--- config.mk ---
export PLATFORM = sky130hd
export DESIGN_NAME = song_player_flat
export DESIGN_NICKNAME = d
export VERILOG_FILES = /design/src/rtl/song_player_if.sv /design/src/rtl/song_player.sv /design/src/flat_wrapper.sv
export SDC_FILE = /design/constraint.sdc
export NUM_CORES = 1
export LEC_CHECK = 0
export ABC_AREA = 1
export BUFFER_PORTS_ARGS = -buffer_cell sky130_fd_sc_hd__buf_4
export CORE_ASPECT_RATIO = 0.6
export CORE_MARGIN = 5
export CORE_UTILIZATION = 40
export CTS_CLUSTER_SIZE = 10
export DETAILED_ROUTE_END_ITERATION = 16
export SLEW_MARGIN = 20
export SYNTH_ARGS = -nofsm -noshare
export SYNTH_HDL_FRONTEND = slang
export SYNTH_SLANG_ARGS = --single-unit
--- constraint.sdc ---
create_clock -name clk -period 3.5 [get_ports clk]
set_input_delay 0.525 -clock clk [delete_from_list [all_inputs] [get_ports clk]]
set_output_delay 0.525 -clock clk [all_outputs]
set_load 0.005 [all_outputs]
--- src/rtl/song_player_if.sv ---
// Control and song-table signals of the song player, grouped as one bundle.
// The master side (controller or bench) drives the playback controls and the
// ROM data. The slave side (the player) drives the ROM address, the tone
// output, the status flags and a debug copy of its FSM state.
//
// Control protocol: there is no valid/ready pair. start is a request that the
// player samples only while idle. stop is an abort that is honoured in any
// busy state. pause is a level that is honoured only while a note is playing.
// The ROM answers rom_addr with rom_note/rom_dur exactly one clock later.
interface song_player_if #(
  parameter int ADDR_W = 10,
  parameter int NOTE_W = 20,
  parameter int DUR_W  = 5
);
  logic              start;
  logic              stop;
  logic              pause;
  logic              loop_en;
  logic [ADDR_W-1:0] rom_addr;
  logic [NOTE_W-1:0] rom_note;
  logic [DUR_W-1:0]  rom_dur;
  logic              speaker;
  logic              busy;
  logic              done;
  logic [2:0]        state;

  modport master (
    output start, stop, pause, loop_en, rom_note, rom_dur,
    input  rom_addr, speaker, busy, done, state
  );

  modport slave (
    input  start, stop, pause, loop_en, rom_note, rom_dur,
    output rom_addr, speaker, busy, done, state
  );
endinterface

--- src/rtl/song_player.sv ---
// Song player: walks a song table (note half-period, duration in eighth-note
// units) held in an external ROM with one cycle of read latency, and drives a
// square-wave speaker output. Supports pause, stop, looping and a done pulse.
// The interface instance must be built with the same ADDR_W/NOTE_W/DUR_W.
module song_player #(
  parameter int ADDR_W      = 10,
  parameter int NOTE_W      = 20,
  parameter int DUR_W       = 5,
  parameter int SONG_LEN    = 45,
  parameter int UNIT_CYCLES = 12_500_000
) (
  input  logic         clk,
  input  logic         reset,
  song_player_if.slave bus
);

  // Beat counter only has to reach UNIT_CYCLES-1.
  localparam int BEAT_W = (UNIT_CYCLES > 2) ? $clog2(UNIT_CYCLES) : 1;
  localparam logic [BEAT_W-1:0] BEAT_LAST = BEAT_W'(UNIT_CYCLES - 1);
  localparam logic [ADDR_W-1:0] LAST_ADDR = ADDR_W'(SONG_LEN - 1);

  typedef enum logic [2:0] {
    S_IDLE   = 3'd0,
    S_FETCH  = 3'd1,
    S_LOAD   = 3'd2,
    S_PLAY   = 3'd3,
    S_PAUSED = 3'd4
  } state_t;

  state_t            state_q;
  logic [ADDR_W-1:0] addr_q;
  logic [NOTE_W-1:0] note_q;
  logic [DUR_W-1:0]  dur_q;
  logic [NOTE_W-1:0] tone_q;
  logic [BEAT_W-1:0] beat_q;
  logic [DUR_W-1:0]  unit_q;
  logic              speaker_q;
  logic              busy_q;
  logic              done_q;

  logic at_last_step;
  logic is_tone;
  logic play_last;

  // Decodes shared by the step-advance and tone logic.
  assign at_last_step = (addr_q >= LAST_ADDR);
  assign is_tone      = (note_q >= NOTE_W'(2));
  assign play_last    = (beat_q == BEAT_LAST) && (unit_q == dur_q - DUR_W'(1));

  assign bus.rom_addr = addr_q;
  assign bus.speaker  = speaker_q;
  assign bus.busy     = busy_q;
  assign bus.done     = done_q;
  assign bus.state    = state_q;

  // Playback FSM with all counters and outputs registered.
  always_ff @(posedge clk or posedge reset) begin
    if (reset) begin
      state_q   <= S_IDLE;
      addr_q    <= '0;
      note_q    <= '0;
      dur_q     <= '0;
      tone_q    <= '0;
      beat_q    <= '0;
      unit_q    <= '0;
      speaker_q <= 1'b0;
      busy_q    <= 1'b0;
      done_q    <= 1'b0;
    end else begin
      done_q <= 1'b0;
      if (bus.stop && (state_q != S_IDLE)) begin
        // Abort wins over every other transition and never signals done.
        state_q   <= S_IDLE;
        addr_q    <= '0;
        tone_q    <= '0;
        beat_q    <= '0;
        unit_q    <= '0;
        speaker_q <= 1'b0;
        busy_q    <= 1'b0;
      end else begin
        case (state_q)
          S_IDLE: begin
            addr_q    <= '0;
            speaker_q <= 1'b0;
            if (bus.start && !bus.stop) begin
              state_q <= S_FETCH;
              busy_q  <= 1'b1;
            end
          end

          // Address is stable for this cycle so the ROM data is valid in LOAD.
          S_FETCH: begin
            speaker_q <= 1'b0;
            state_q   <= S_LOAD;
          end

          S_LOAD: begin
            note_q    <= bus.rom_note;
            dur_q     <= bus.rom_dur;
            tone_q    <= '0;
            beat_q    <= '0;
            unit_q    <= '0;
            speaker_q <= 1'b0;
            if (bus.rom_dur == '0) begin
              // Zero-length step: advance without ever entering PLAY.
              if (!at_last_step) begin
                addr_q  <= addr_q + ADDR_W'(1);
                state_q <= S_FETCH;
              end else if (bus.loop_en) begin
                addr_q  <= '0;
                state_q <= S_FETCH;
              end else begin
                addr_q  <= '0;
                state_q <= S_IDLE;
                busy_q  <= 1'b0;
                done_q  <= 1'b1;
              end
            end else begin
              state_q <= S_PLAY;
            end
          end

          S_PLAY: begin
            if (play_last) begin
              // Step end has priority over pause; pause applies on next PLAY.
              tone_q    <= '0;
              beat_q    <= '0;
              unit_q    <= '0;
              speaker_q <= 1'b0;
              if (!at_last_step) begin
                addr_q  <= addr_q + ADDR_W'(1);
                state_q <= S_FETCH;
              end else if (bus.loop_en) begin
                addr_q  <= '0;
                state_q <= S_FETCH;
              end else begin
                addr_q  <= '0;
                state_q <= S_IDLE;
                busy_q  <= 1'b0;
                done_q  <= 1'b1;
              end
            end else begin
              // This cycle always counts toward the step duration.
              if (beat_q == BEAT_LAST) begin
                beat_q <= '0;
                unit_q <= unit_q + DUR_W'(1);
              end else begin
                beat_q <= beat_q + BEAT_W'(1);
              end
              if (bus.pause) begin
                state_q   <= S_PAUSED;
                speaker_q <= 1'b0;
              end else if (is_tone) begin
                if (tone_q == note_q - NOTE_W'(1)) begin
                  tone_q    <= '0;
                  speaker_q <= ~speaker_q;
                end else begin
                  tone_q <= tone_q + NOTE_W'(1);
                end
              end else begin
                speaker_q <= 1'b0;
              end
            end
          end

          // Counters hold; the tone phase restarts low on resume.
          S_PAUSED: begin
            speaker_q <= 1'b0;
            if (!bus.pause) begin
              state_q <= S_PLAY;
              tone_q  <= '0;
            end
          end

          default: begin
            state_q   <= S_IDLE;
            addr_q    <= '0;
            speaker_q <= 1'b0;
            busy_q    <= 1'b0;
          end
        endcase
      end
    end
  end

endmodule

--- src/flat_wrapper.sv ---
// flat-port wrapper written by rule: the top's interface ports become plain ports
module song_player_flat 
#(
  parameter int ADDR_W      = 10,
  parameter int NOTE_W      = 20,
  parameter int DUR_W       = 5,
  parameter int SONG_LEN    = 45,
  parameter int UNIT_CYCLES = 12_500_000
)
  (clk, reset, bus_start, bus_stop, bus_pause, bus_loop_en, bus_rom_note, bus_rom_dur, bus_rom_addr, bus_speaker, bus_busy, bus_done, bus_state);
  song_player_if #(.ADDR_W(ADDR_W), .NOTE_W(NOTE_W), .DUR_W(DUR_W)) bus_i ();
  input  logic clk;
  input  logic reset;
  input wire logic [$bits(bus_i.start)-1:0] bus_start;
  input wire logic [$bits(bus_i.stop)-1:0] bus_stop;
  input wire logic [$bits(bus_i.pause)-1:0] bus_pause;
  input wire logic [$bits(bus_i.loop_en)-1:0] bus_loop_en;
  input wire logic [$bits(bus_i.rom_note)-1:0] bus_rom_note;
  input wire logic [$bits(bus_i.rom_dur)-1:0] bus_rom_dur;
  output wire logic [$bits(bus_i.rom_addr)-1:0] bus_rom_addr;
  output wire logic [$bits(bus_i.speaker)-1:0] bus_speaker;
  output wire logic [$bits(bus_i.busy)-1:0] bus_busy;
  output wire logic [$bits(bus_i.done)-1:0] bus_done;
  output wire logic [$bits(bus_i.state)-1:0] bus_state;
  assign bus_i.start = bus_start;
  assign bus_i.stop = bus_stop;
  assign bus_i.pause = bus_pause;
  assign bus_i.loop_en = bus_loop_en;
  assign bus_i.rom_note = bus_rom_note;
  assign bus_i.rom_dur = bus_rom_dur;
  assign bus_rom_addr = bus_i.rom_addr;
  assign bus_speaker = bus_i.speaker;
  assign bus_busy = bus_i.busy;
  assign bus_done = bus_i.done;
  assign bus_state = bus_i.state;
  song_player #(.ADDR_W(ADDR_W), .NOTE_W(NOTE_W), .DUR_W(DUR_W), .SONG_LEN(SONG_LEN), .UNIT_CYCLES(UNIT_CYCLES)) u_core (.clk(clk), .reset(reset), .bus(bus_i));
endmodule
==> results.yml <==
status:
  status: "finished clean"
routing:
  wl_per_cell_um: 13.6
  drt-initial-drc-count: 416
  wirelength_um: 15500
  dr.pass1.iters: 5
  drc: 0
  via_per_inst: 4.91
  drtAntennaViolNets: 0
  vias: 5597
sta:
  fin_setup_tns_ns: 0
  fin_crit_ns: 2.62
  slew_viol_final: 0
  hold_viol: 0
  tightest_slew_ns: 0.722
  max-slew-margin-rel: 0.519
  skew_ns: 0.0106
  setup_violations: 0
  max_freq_mhz: 381
  rsz0062_at_grt: "false"
  post-route-period-util: 0.750
clocking:
  cts_max_level: 3
  cts_buffers: 9
  clk_latency_ns: 0.35
  cts_buffer_depth: 2
  cts_sinks: 90
  post_cts_buffers: 0
  path_clk_slew_ns: 0.07
  cts-resized-gates: 0
  cts_tree: "yes"
  cts.hold.buffers_added: 0
  root_buffer: "clkbuf_16"
placed_design:
  io_buffers: 46
  dp.final_hpwl_um: 11800
  gp_congestion: 0.869
grt:
  antenna_found_initial: 0
  track_usage: 0.175
  grt_pass1_wl_um: 25600
  grt_pass1_vias: 5035
  grt_overflow: 0
  grt_max_degree: 79
layout:
  drive_above_1_share: 0.129
  antennaDiodeCount: 0
  area_growth_pct: 14.7
  final_nets: 971
power:
  total_power_mw: 3.97
  ir_worst_vdd_v: 0.000237
  p_leak_nw: 3.41
  p_per_area_nw_per_um2: 565
yosys:
  synth_ff_type: "dfrtp_1"
  synth_cell_types: 42
  synthCells: 888
  synth_top_area_share: 0.368
  seq_area_frac_synth: 0.368
  syn_nets: 927
  synthArstFlopShare: 1.00
  yosysMostFrequentCell: "nand2_1"
  synth_warnings: 0
  ys_seq_elements: 90
  synth_area_um2: 6120
  synth.area.top_cells: "dfrtp_1, nand2_1, inv_1, nor2_1, nand3_1"
  synth-edff-count: 0
  synth_common_cells: "nand2_1, inv_1, nor2_1, dfrtp_1, nand3_1"
  syn_avg_cell_area_um2: 6.90
  synth_top_cell_by_area: "dfrtp_1"
critical_path:
  cp.buffers_inverters: 1
  cp.arrival_ns: 2.85
  worstPathMaxFanout: 16
  cp_cell_sequence: "inv_1 -> ha_1 -> nand2_1 -> nor2_1 -> nand3_1 -> nand2_1 -> nand2_1 -> nor2_1 -> nand3_1 -> nor2_2 -> nand3_2 -> nand3_1 -> nand2_1"
  crit_top_cell: "nand2_1"
  endpoint_kind: "flip-flop"
  start_kind: "flip-flop"
  required_ns: 3.73
  cp_top_family: "simple AND/OR/NAND/NOR gates"
  crit_type: "flip-flop to flip-flop"
  slowest_stage: "nand3_2"
  crit_path_max_incr_delay_ns: 0.40
floorplan:
  initial_core_util: 0.403
  die-height_um: 106
  core_area_um2: 15200
  std_cell_rows: 35
  die-area_um2: 18000
  die_x_um: 170
  pin_count: 47
flow_run:
  max-cap-violations: 0
hold_path:
  hp-class: "input port to async pin"
## placed cells by master, fill, tap and decap left out, types with 2 or more instances in the layout
cell type and instances:
xor2_1 20, nand2_1 233, nor2_8 2, dfrtp_1 90, nor2_1 122, nand4_1 28, clkbuf_16 9, a31oi_1 2
a211oi_1 2, nor3_1 21, nor3b_1 3, a21oi_1 47, nor2_4 7, clkinvlp_4 2, nand3_2 14, o21ai_0 24
xnor2_1 11, nand2_2 7, bufinv_16 3, nand3_1 60, clkinv_1 2, inv_6 3, buf_4 51, o22ai_1 2
nor2_2 9, inv_2 7, nor4_1 3, ha_1 8, nand2_4 2, nand3b_1 7, inv_1 124
## power by group
part           switching (mW)  total (mW)  internal, mW
Clock                   0.450        1.15         0.704
Combinational           0.926        1.40         0.473
Sequential              0.212        1.42          1.20
## flip-flops by register name (all words and copies together), names as in the netlist
signal	cells
u_core.unit_q	5
u_core.bus.speaker	1
u_core.bus.state	3
u_core.bus.rom_addr	10
u_core.tone_q	20
u_core.dur_q	5
u_core.beat_q	24
u_core.bus.busy	1
u_core.bus.done	1
u_core.note_q	20
## metrics by stage
step / worst slack (ns) / hold slack (ns) / instances / cell area (µm²) / utilization
global placement: 0.997 / 0.476 / 1124 / 6670 / 0.439
detailed placement: 0.913 / 0.478 / 1124 / 6670 / 0.439
finish: 0.876 / 0.288 / 1140 / 7020 / 0.462
global route: 0.622 / 0.378 / 1140 / 7020 / 0.462
floorplan: 0.640 / 0.453 / 888 / 6120 / -
CTS: 0.887 / 0.409 / 1140 / 7020 / 0.462
## layer usage
metal | track usage | up-vias | share of wire
li1 | - | 2911 | -
met1 | 0.277 | 2535 | 0.54
met2 | 0.244 | 139 | 0.40
met3 | 0.0360 | 12 | 0.052
met4 | 0.0327 | 0 | 0.0087
met5 | 0 | - | 0
## final cells by class
type                    count  area, µm²
clock buffers               9        225
clock inverters             7        123
fillers                  1524       8170
inverters                 134        508
multi-input cells         646       3280
flip-flops and latches     90       2250
well taps                 203        254
repair buffers             51        383
## path summary, 6_finish.rpt
path                                  start                endpoint  slack (ns)  depth (start not counted)
hold / removal                        reset  u_core.bus.rom_addr[8]        0.29                          2
setup / recovery           u_core.note_q[0]       u_core.tone_q[11]        0.88                         13
max in group asynchronous             reset       u_core.tone_q[13]        2.51                          3
setup reg to reg           u_core.note_q[0]       u_core.tone_q[11]        0.88                         13
hold reg to reg             u_core.dur_q[1]         u_core.dur_q[1]        0.49                          2
min in group clk           bus_rom_note[17]       u_core.note_q[17]        0.42                          2
## cell families (layout without fill, tap and decap cells)
logic type | after synthesis | count (layout) | synth area share
fa+ha+maj | 8 | 8 | 0.0163
simple gates | 520 | 520 | 0.394
buf+inv | 152 | 201 | 0.0969
xor+xnor | 32 | 32 | 0.0470
flops | 90 | 90 | 0.368
mux | 1 | 1 | 0.00184
compound gates | 85 | 85 | 0.0764
Note: power is estimated with default switching activity, not from simulation.
